==> config.mk <==
export PLATFORM = sky130hd
export DESIGN_NAME = hazard_ctrl
export DESIGN_NICKNAME = d
export VERILOG_FILES = /design/src/rtl/hazard_ctrl_pkg.sv /design/src/rtl/hazard_ctrl_md_busy_ctr.sv /design/src/rtl/hazard_ctrl.sv
export SDC_FILE = /design/constraint.sdc
export NUM_CORES = 1
export LEC_CHECK = 0
export ABC_AREA = 1
export ABC_CLOCK_PERIOD_IN_PS = 2200
export BUFFER_PORTS_ARGS = -buffer_cell sky130_fd_sc_hd__buf_2
export CAP_MARGIN = 20
export CORE_UTILIZATION = 30
export DETAILED_ROUTE_END_ITERATION = 6
export SLEW_MARGIN = 25
export SYNTH_ARGS = -nofsm -noshare
export SYNTH_HDL_FRONTEND = slang
export SYNTH_HIERARCHICAL = 1
export SYNTH_SLANG_ARGS = --single-unit
==> constraint.sdc <==
create_clock -name clk -period 2.2 [get_ports clk]
set_input_delay 0.44 -clock clk [delete_from_list [all_inputs] [get_ports clk]]
set_output_delay 0.44 -clock clk [all_outputs]
set_load 0.05 [all_outputs]
==> src/rtl/hazard_ctrl_pkg.sv <==
// Shared CPU pipeline constants for the hazard controller: default field widths,
// mult/div latencies, per-class Tuse/Tnew values and the forward-select width helper.
package hazard_ctrl_pkg;

    localparam int unsigned TW_DEF      = 3;
    localparam int unsigned MUL_CYC_DEF = 5;
    localparam int unsigned DIV_CYC_DEF = 10;

    // Cycles after ID until the result exists at a stage output
    localparam int unsigned TNEW_NONE   = 0;
    localparam int unsigned TNEW_ALU    = 1;
    localparam int unsigned TNEW_LOAD   = 2;
    localparam int unsigned TNEW_MFHILO = 1;

    // Cycles after ID until an operand is consumed
    localparam int unsigned TUSE_BRANCH = 0;
    localparam int unsigned TUSE_ALU    = 1;
    localparam int unsigned TUSE_STORE  = 2;

    typedef enum logic {
        MdMul = 1'b0,
        MdDiv = 1'b1
    } md_kind_e;

    // Forward-select width: encodes "register file" plus one code per tracked stage
    function automatic int unsigned sel_width(input int unsigned num_stages);
        return (num_stages < 2) ? 1 : $clog2(num_stages + 1);
    endfunction

endpackage

==> src/rtl/hazard_ctrl_md_busy_ctr.sv <==
// Mult/div busy counter: loads the unit latency on issue and counts down to idle.
module hazard_ctrl_md_busy_ctr
    import hazard_ctrl_pkg::*;
#(
    parameter int unsigned MUL_CYC = MUL_CYC_DEF,
    parameter int unsigned DIV_CYC = DIV_CYC_DEF
) (
    input  logic clk,
    input  logic reset,
    input  logic md_start,
    input  logic md_is_div,
    output logic md_busy
);

    localparam int unsigned MaxCyc = (DIV_CYC > MUL_CYC) ? DIV_CYC : MUL_CYC;
    localparam int unsigned CntW   = (MaxCyc < 2) ? 1 : $clog2(MaxCyc + 1);

    logic [CntW-1:0] cnt_d, cnt_q;
    md_kind_e        kind;

    // Next count: a new issue reloads and takes precedence over the decrement
    always_comb begin
        kind  = md_kind_e'(md_is_div);
        cnt_d = cnt_q;
        if (md_start) begin
            cnt_d = (kind == MdDiv) ? CntW'(DIV_CYC) : CntW'(MUL_CYC);
        end else if (cnt_q != '0) begin
            cnt_d = cnt_q - 1'b1;
        end
    end

    // Counter state with synchronous clear
    always_ff @(posedge clk) begin
        if (reset) begin
            cnt_q <= '0;
        end else begin
            cnt_q <= cnt_d;
        end
    end

    assign md_busy = ~reset & (cnt_q != '0);

endmodule

==> src/rtl/hazard_ctrl.sv <==
// Pipeline hazard controller: private scoreboard of in-flight GPR writes, ID-stage
// stall and forward-select generation, and HI/LO interlock against the mult/div unit.
// Optional HAZARD_STATS_EN adds stall_cnt and md_stall_cnt performance counters.
module hazard_ctrl
    import hazard_ctrl_pkg::*;
#(
    parameter int unsigned NUM_RPORTS = 2,
    parameter int unsigned NUM_STAGES = 3,
    parameter int unsigned TW         = TW_DEF,
    parameter int unsigned MUL_CYC    = MUL_CYC_DEF,
    parameter int unsigned DIV_CYC    = DIV_CYC_DEF,
    localparam int unsigned SW        = sel_width(NUM_STAGES)
) (
    input  logic                     clk,
    input  logic                     reset,
    input  logic [NUM_RPORTS*5-1:0]  id_raddr,
    input  logic [NUM_RPORTS*TW-1:0] id_tuse,
    input  logic [4:0]               id_waddr,
    input  logic [TW-1:0]            id_tnew,
    input  logic                     id_is_md,
    input  logic                     md_start,
    input  logic                     md_is_div,
    output logic                     stall,
    output logic [NUM_RPORTS*SW-1:0] fwd_sel,
    output logic                     md_busy
`ifdef HAZARD_STATS_EN
    ,
    output logic [31:0]              stall_cnt,
    output logic [31:0]              md_stall_cnt
`endif
);

    // Entry s describes the write held by tracked stage s (0 = EX)
    logic [4:0]    sb_waddr_d [NUM_STAGES];
    logic [4:0]    sb_waddr_q [NUM_STAGES];
    logic [TW-1:0] sb_tnew_d  [NUM_STAGES];
    logic [TW-1:0] sb_tnew_q  [NUM_STAGES];

    logic                     data_haz;
    logic                     md_haz;
    logic                     stall_raw;
    logic [NUM_RPORTS*SW-1:0] fwd_raw;

    hazard_ctrl_md_busy_ctr #(
        .MUL_CYC (MUL_CYC),
        .DIV_CYC (DIV_CYC)
    ) u_md_busy_ctr (
        .clk       (clk),
        .reset     (reset),
        .md_start  (md_start),
        .md_is_div (md_is_div),
        .md_busy   (md_busy)
    );

    // Per read port: the youngest matching stage alone decides stall and forward
    always_comb begin : p_match
        logic [4:0]    raddr;
        logic [TW-1:0] tuse;
        logic          hit;
        data_haz = 1'b0;
        fwd_raw  = '0;
        raddr    = '0;
        tuse     = '0;
        hit      = 1'b0;
        for (int p = 0; p < NUM_RPORTS; p++) begin
            raddr = id_raddr[5*p +: 5];
            tuse  = id_tuse[TW*p +: TW];
            hit   = 1'b0;
            for (int s = 0; s < NUM_STAGES; s++) begin
                if (!hit && raddr != 5'd0 && sb_waddr_q[s] == raddr) begin
                    hit = 1'b1;
                    if (sb_tnew_q[s] > tuse) begin
                        data_haz = 1'b1;
                    end
                    // A younger match with tnew>0 leaves fwd at 0; EX/MEM forwarding covers it
                    if (sb_tnew_q[s] == '0) begin
                        fwd_raw[SW*p +: SW] = SW'(s + 1);
                    end
                end
            end
        end
    end

    // Stall sources and reset-gated outputs
    always_comb begin
        md_haz    = id_is_md & (md_busy | md_start);
        stall_raw = data_haz | md_haz;
        stall     = ~reset & stall_raw;
        fwd_sel   = reset ? '0 : fwd_raw;
    end

    // Scoreboard ageing: a stall injects a bubble into EX, older entries always advance
    always_comb begin
        sb_waddr_d[0] = stall_raw ? 5'd0 : id_waddr;
        sb_tnew_d[0]  = (stall_raw || id_tnew == '0) ? '0 : id_tnew - 1'b1;
        for (int s = 1; s < NUM_STAGES; s++) begin
            sb_waddr_d[s] = sb_waddr_q[s-1];
            sb_tnew_d[s]  = (sb_tnew_q[s-1] == '0) ? '0 : sb_tnew_q[s-1] - 1'b1;
        end
    end

    // Scoreboard state with synchronous clear
    always_ff @(posedge clk) begin
        if (reset) begin
            sb_waddr_q <= '{default: '0};
            sb_tnew_q  <= '{default: '0};
        end else begin
            sb_waddr_q <= sb_waddr_d;
            sb_tnew_q  <= sb_tnew_d;
        end
    end

`ifdef HAZARD_STATS_EN
    logic [31:0] stall_cnt_d, stall_cnt_q;
    logic [31:0] md_stall_cnt_d, md_stall_cnt_q;

    // Counters wrap naturally; MDU-only means the data hazard term is clear
    always_comb begin
        stall_cnt_d    = stall_cnt_q + {31'd0, stall};
        md_stall_cnt_d = md_stall_cnt_q + {31'd0, stall & ~data_haz};
    end

    // Statistics state with synchronous clear
    always_ff @(posedge clk) begin
        if (reset) begin
            stall_cnt_q    <= '0;
            md_stall_cnt_q <= '0;
        end else begin
            stall_cnt_q    <= stall_cnt_d;
            md_stall_cnt_q <= md_stall_cnt_d;
        end
    end

    assign stall_cnt    = stall_cnt_q;
    assign md_stall_cnt = md_stall_cnt_q;
`endif

endmodule
==> impl_metrics.tcl <==
set metrics [dict create \
    track_usage_pct 14.6 \
    drt-initial-drc-count 117 \
    postPlaceCellArea_sq_um 2430 \
    cts_buffers 3 \
    synth_area_sq_um 2080 \
    fin_ws_ns -0.0718 \
    clock_latency_ns 0.28 \
    synth_most_common_cell "nand2_1" \
    synth_edf_count 0 \
    synth.distinct_cells 25 \
    period_minus_slack_ns 2.27 \
    yosysTopAreaCellShare_pct 26.9 \
    postCtsHoldBufs 0 \
    drv_cap 0 \
    status "finished, violations left" \
    wire_per_inst_um 11.7 \
    insertedDiodeCount 0 \
    yosysSeqAreaShare_pct 26.9 \
    peakVddDrop_mv 0.240 \
    cts_tree "built" \
    final_nets 414 \
    die_x_um 85.3 \
    syn_area_per_cell_sq_um 6.69 \
    worstSetupPathType "in2out" \
    io_pins 35 \
    switchingPower_mw 0.500 \
    ys_ff_latch 28 \
    post-route-period-util_pct 103 \
    grt_max_degree 19 \
    slew_headroom_pct 71.5 \
    fill_cells 670 \
    cp-end-kind "output pin" \
    cts_buffer_depth 2 \
    slew_violations 0 \
    fp.dieH_um 85.3 \
    grt_pass1_vias 1862 \
    area_growth_pct 33.8 \
    arrival_ns 1.83 \
    slowest_delay_ns 0.32 \
    fmax_ghz 0.440 \
    hp-class "in2reg" \
    dp_hpwl_mm 3.88 \
    power_mw 1.51 \
    place_congestion 0.836 \
    initial_core_util_pct 31.9 \
    power_density_nw_per_um2 541 \
    overflow 0 \
    synth_ff_type "dfxtp_1" \
    fin_setup_tns_ns -0.0718 \
    yosys_warnings 6 \
    seq_area_sq_um 591 \
    tightestPinTransition_ns 0.424 \
    crit_fanout 3 \
    switching_share_pct 33.2 \
    syn-num-nets 365 \
    antenna_left 0 \
    drive_gt1_share_pct 34.5 \
    placed_cells 429 \
    cp_cell_sequence "buf_2 > inv_1 > ha_4 > nand3b_1 > a22oi_2 > nand3_2 > nand3_2 > nor2_4 > a21oi_4 > buf_6" \
    power_leakage_nw 1.33 \
    p_int_mw 1.01 \
    pwr-share-seq_pct 39.2 \
    clkSinkCount 28 \
    die-area_sq_um 7270 \
    synth_async_sr_flop_share_pct 0 \
    cpMostUsedCell "nand3_2" \
    fin_cells 436 \
    rows 29 \
    drc 0 \
    rsz0062_at_grt "yes" \
    vias 1973 \
    multiInputGateArea_sq_um 1510 \
    ys_top_cells_by_area "dfxtp_1 27%, ha_1 15%, nand2_1 15%, inv_1 9.4%, nor2_1 7.2%" \
    combPwrFrac_pct 32.9 \
    io_buffers 34 \
    setup_viol 1 \
    antenna_found_initial 0 \
    design_area_sq_um 2780 \
    fin_worst_skew_ns 0.00853 \
    wl_mm 5.11 \
    holdWs_ns 0.314 \
    cts-root-buf "clkbuf_8" \
    post_drt_via_cell_ratio 4.53 \
    crit_path_start_kind "input pin" \
    grt_pass1_wl_mm 8.41 \
    synth_cells 311 \
    path_clk_slew_ns 0.10 \
    violations "setup timing" \
    dr.pass1.iters 4 \
    hold_viol 0 \
    htree_num_levels 1 \
    power_frac_clock_pct 27.9 \
    required_ns 1.76 \
    core-area_sq_um 6530 \
    netlist_top_cells_count "81 x nand2_1, 52 x inv_1, 40 x nor2_1, 28 x dfxtp_1, 25 x ha_1" \
    synth_largest_area_cell "dfxtp_1" \
    crit_path_top_delay_cell "ha_4" \
]
## flip-flops by register name, indices dropped and copies added (netlist names)
| register | count |
|---|---|
| sb_waddr_d | 10 |
| sb_tnew_q | 9 |
| sb_waddr_q | 5 |
| u_md_busy_ctr/cnt_q | 4 |
## cell families (layout without fill, tap and decap cells)
group                    count (synthesis)  after routing  share of synthesized area (%)
AND/OR/NAND/NOR                        161            161                           35.1
AO/OA/AOI/OAI                           22             22                           6.07
buffers and inverters                   61            109                           11.0
adder cells (fa/ha/maj)                 25             25                           15.0
XOR/XNOR                                14             14                           5.89
flip-flops                              28             28                           26.9
## worst max-delay path, delay by kind of cell
kind | cells | cell delay [ns]
adder cells (fa/ha/maj) | 1 | 0.32
AND/OR/NAND/NOR | 4 | 0.34
buffers and inverters | 3 | 0.37
AO/OA/AOI/OAI | 2 | 0.37
## power by group through the flow
stage | Sequential, mW | Clock, mW | Combinational, mW
finish | 0.591 | 0.420 | 0.496
global route | 0.598 | 0.460 | 0.556
CTS | 0.587 | 0.429 | 0.458
detailed placement | 0.594 | 0 | 0.424
global placement | 0.594 | 0 | 0.417
floorplan | 0.582 | 0 | 0.302
## path summary, 6_finish.rpt
kind | to | from | slack [ns] | depth (start not counted)
hold reg to reg | sb_tnew_q[0] | sb_tnew_q[3] | 0.40 | 1
setup / recovery | stall | id_tuse[5] | -0.07 | 10
setup reg to reg | sb_waddr_d[8] | sb_tnew_q[8] | 0.49 | 10
hold / removal | sb_tnew_q[6] | id_tnew[0] | 0.31 | 2
## what timing repair did
item                       in CTS  in global routing
pin swaps                       4                 18
setup endpoints to repair       5                  5
resized for setup              31                 39
setup buffers                   2                  1
## metal layers
layer / global-route usage, % / vias to the layer above / wire length (um)
li1: - / 1065 / -
met1: 18.1 / 866 / 2420
met2: 26.5 / 38 / 2490
met3: 1.36 / 4 / 132
met4: 4.85 / 0 / 60
met5: 0 / - / 0
## stage by stage
step / util (%) / setup slack, ns
after CTS: 40.4 / -0.0651
after global placement: 37.2 / -0.150
after global routing: 42.6 / -0.173
final: 42.6 / -0.0718
after floorplan: - / -0.0208
after detailed placement: 37.2 / -0.163
## final cells by class
cell class | instances | area share, %
clock buffers | 3 | 1.48
clock inverters | 1 | 1.08
multi-input cells | 222 | 54.2
well taps | 77 | 3.46
inverters | 59 | 8.04
repair buffers | 46 | 10.5
flip-flops and latches | 28 | 21.2
## placed cells by master, fill, tap and decap left out, drive strengths merged, types with 5 or more instances in the layout
| cell type | n |
|---|---|
| inv | 58 |
| xnor2 | 14 |
| a21oi | 16 |
| nand4 | 5 |
| buf | 46 |
| dfxtp | 28 |
| ha | 25 |
| nand2 | 82 |
| nor2 | 45 |
| nand3 | 21 |
Note: power is estimated with default switching activity, not from simulation.
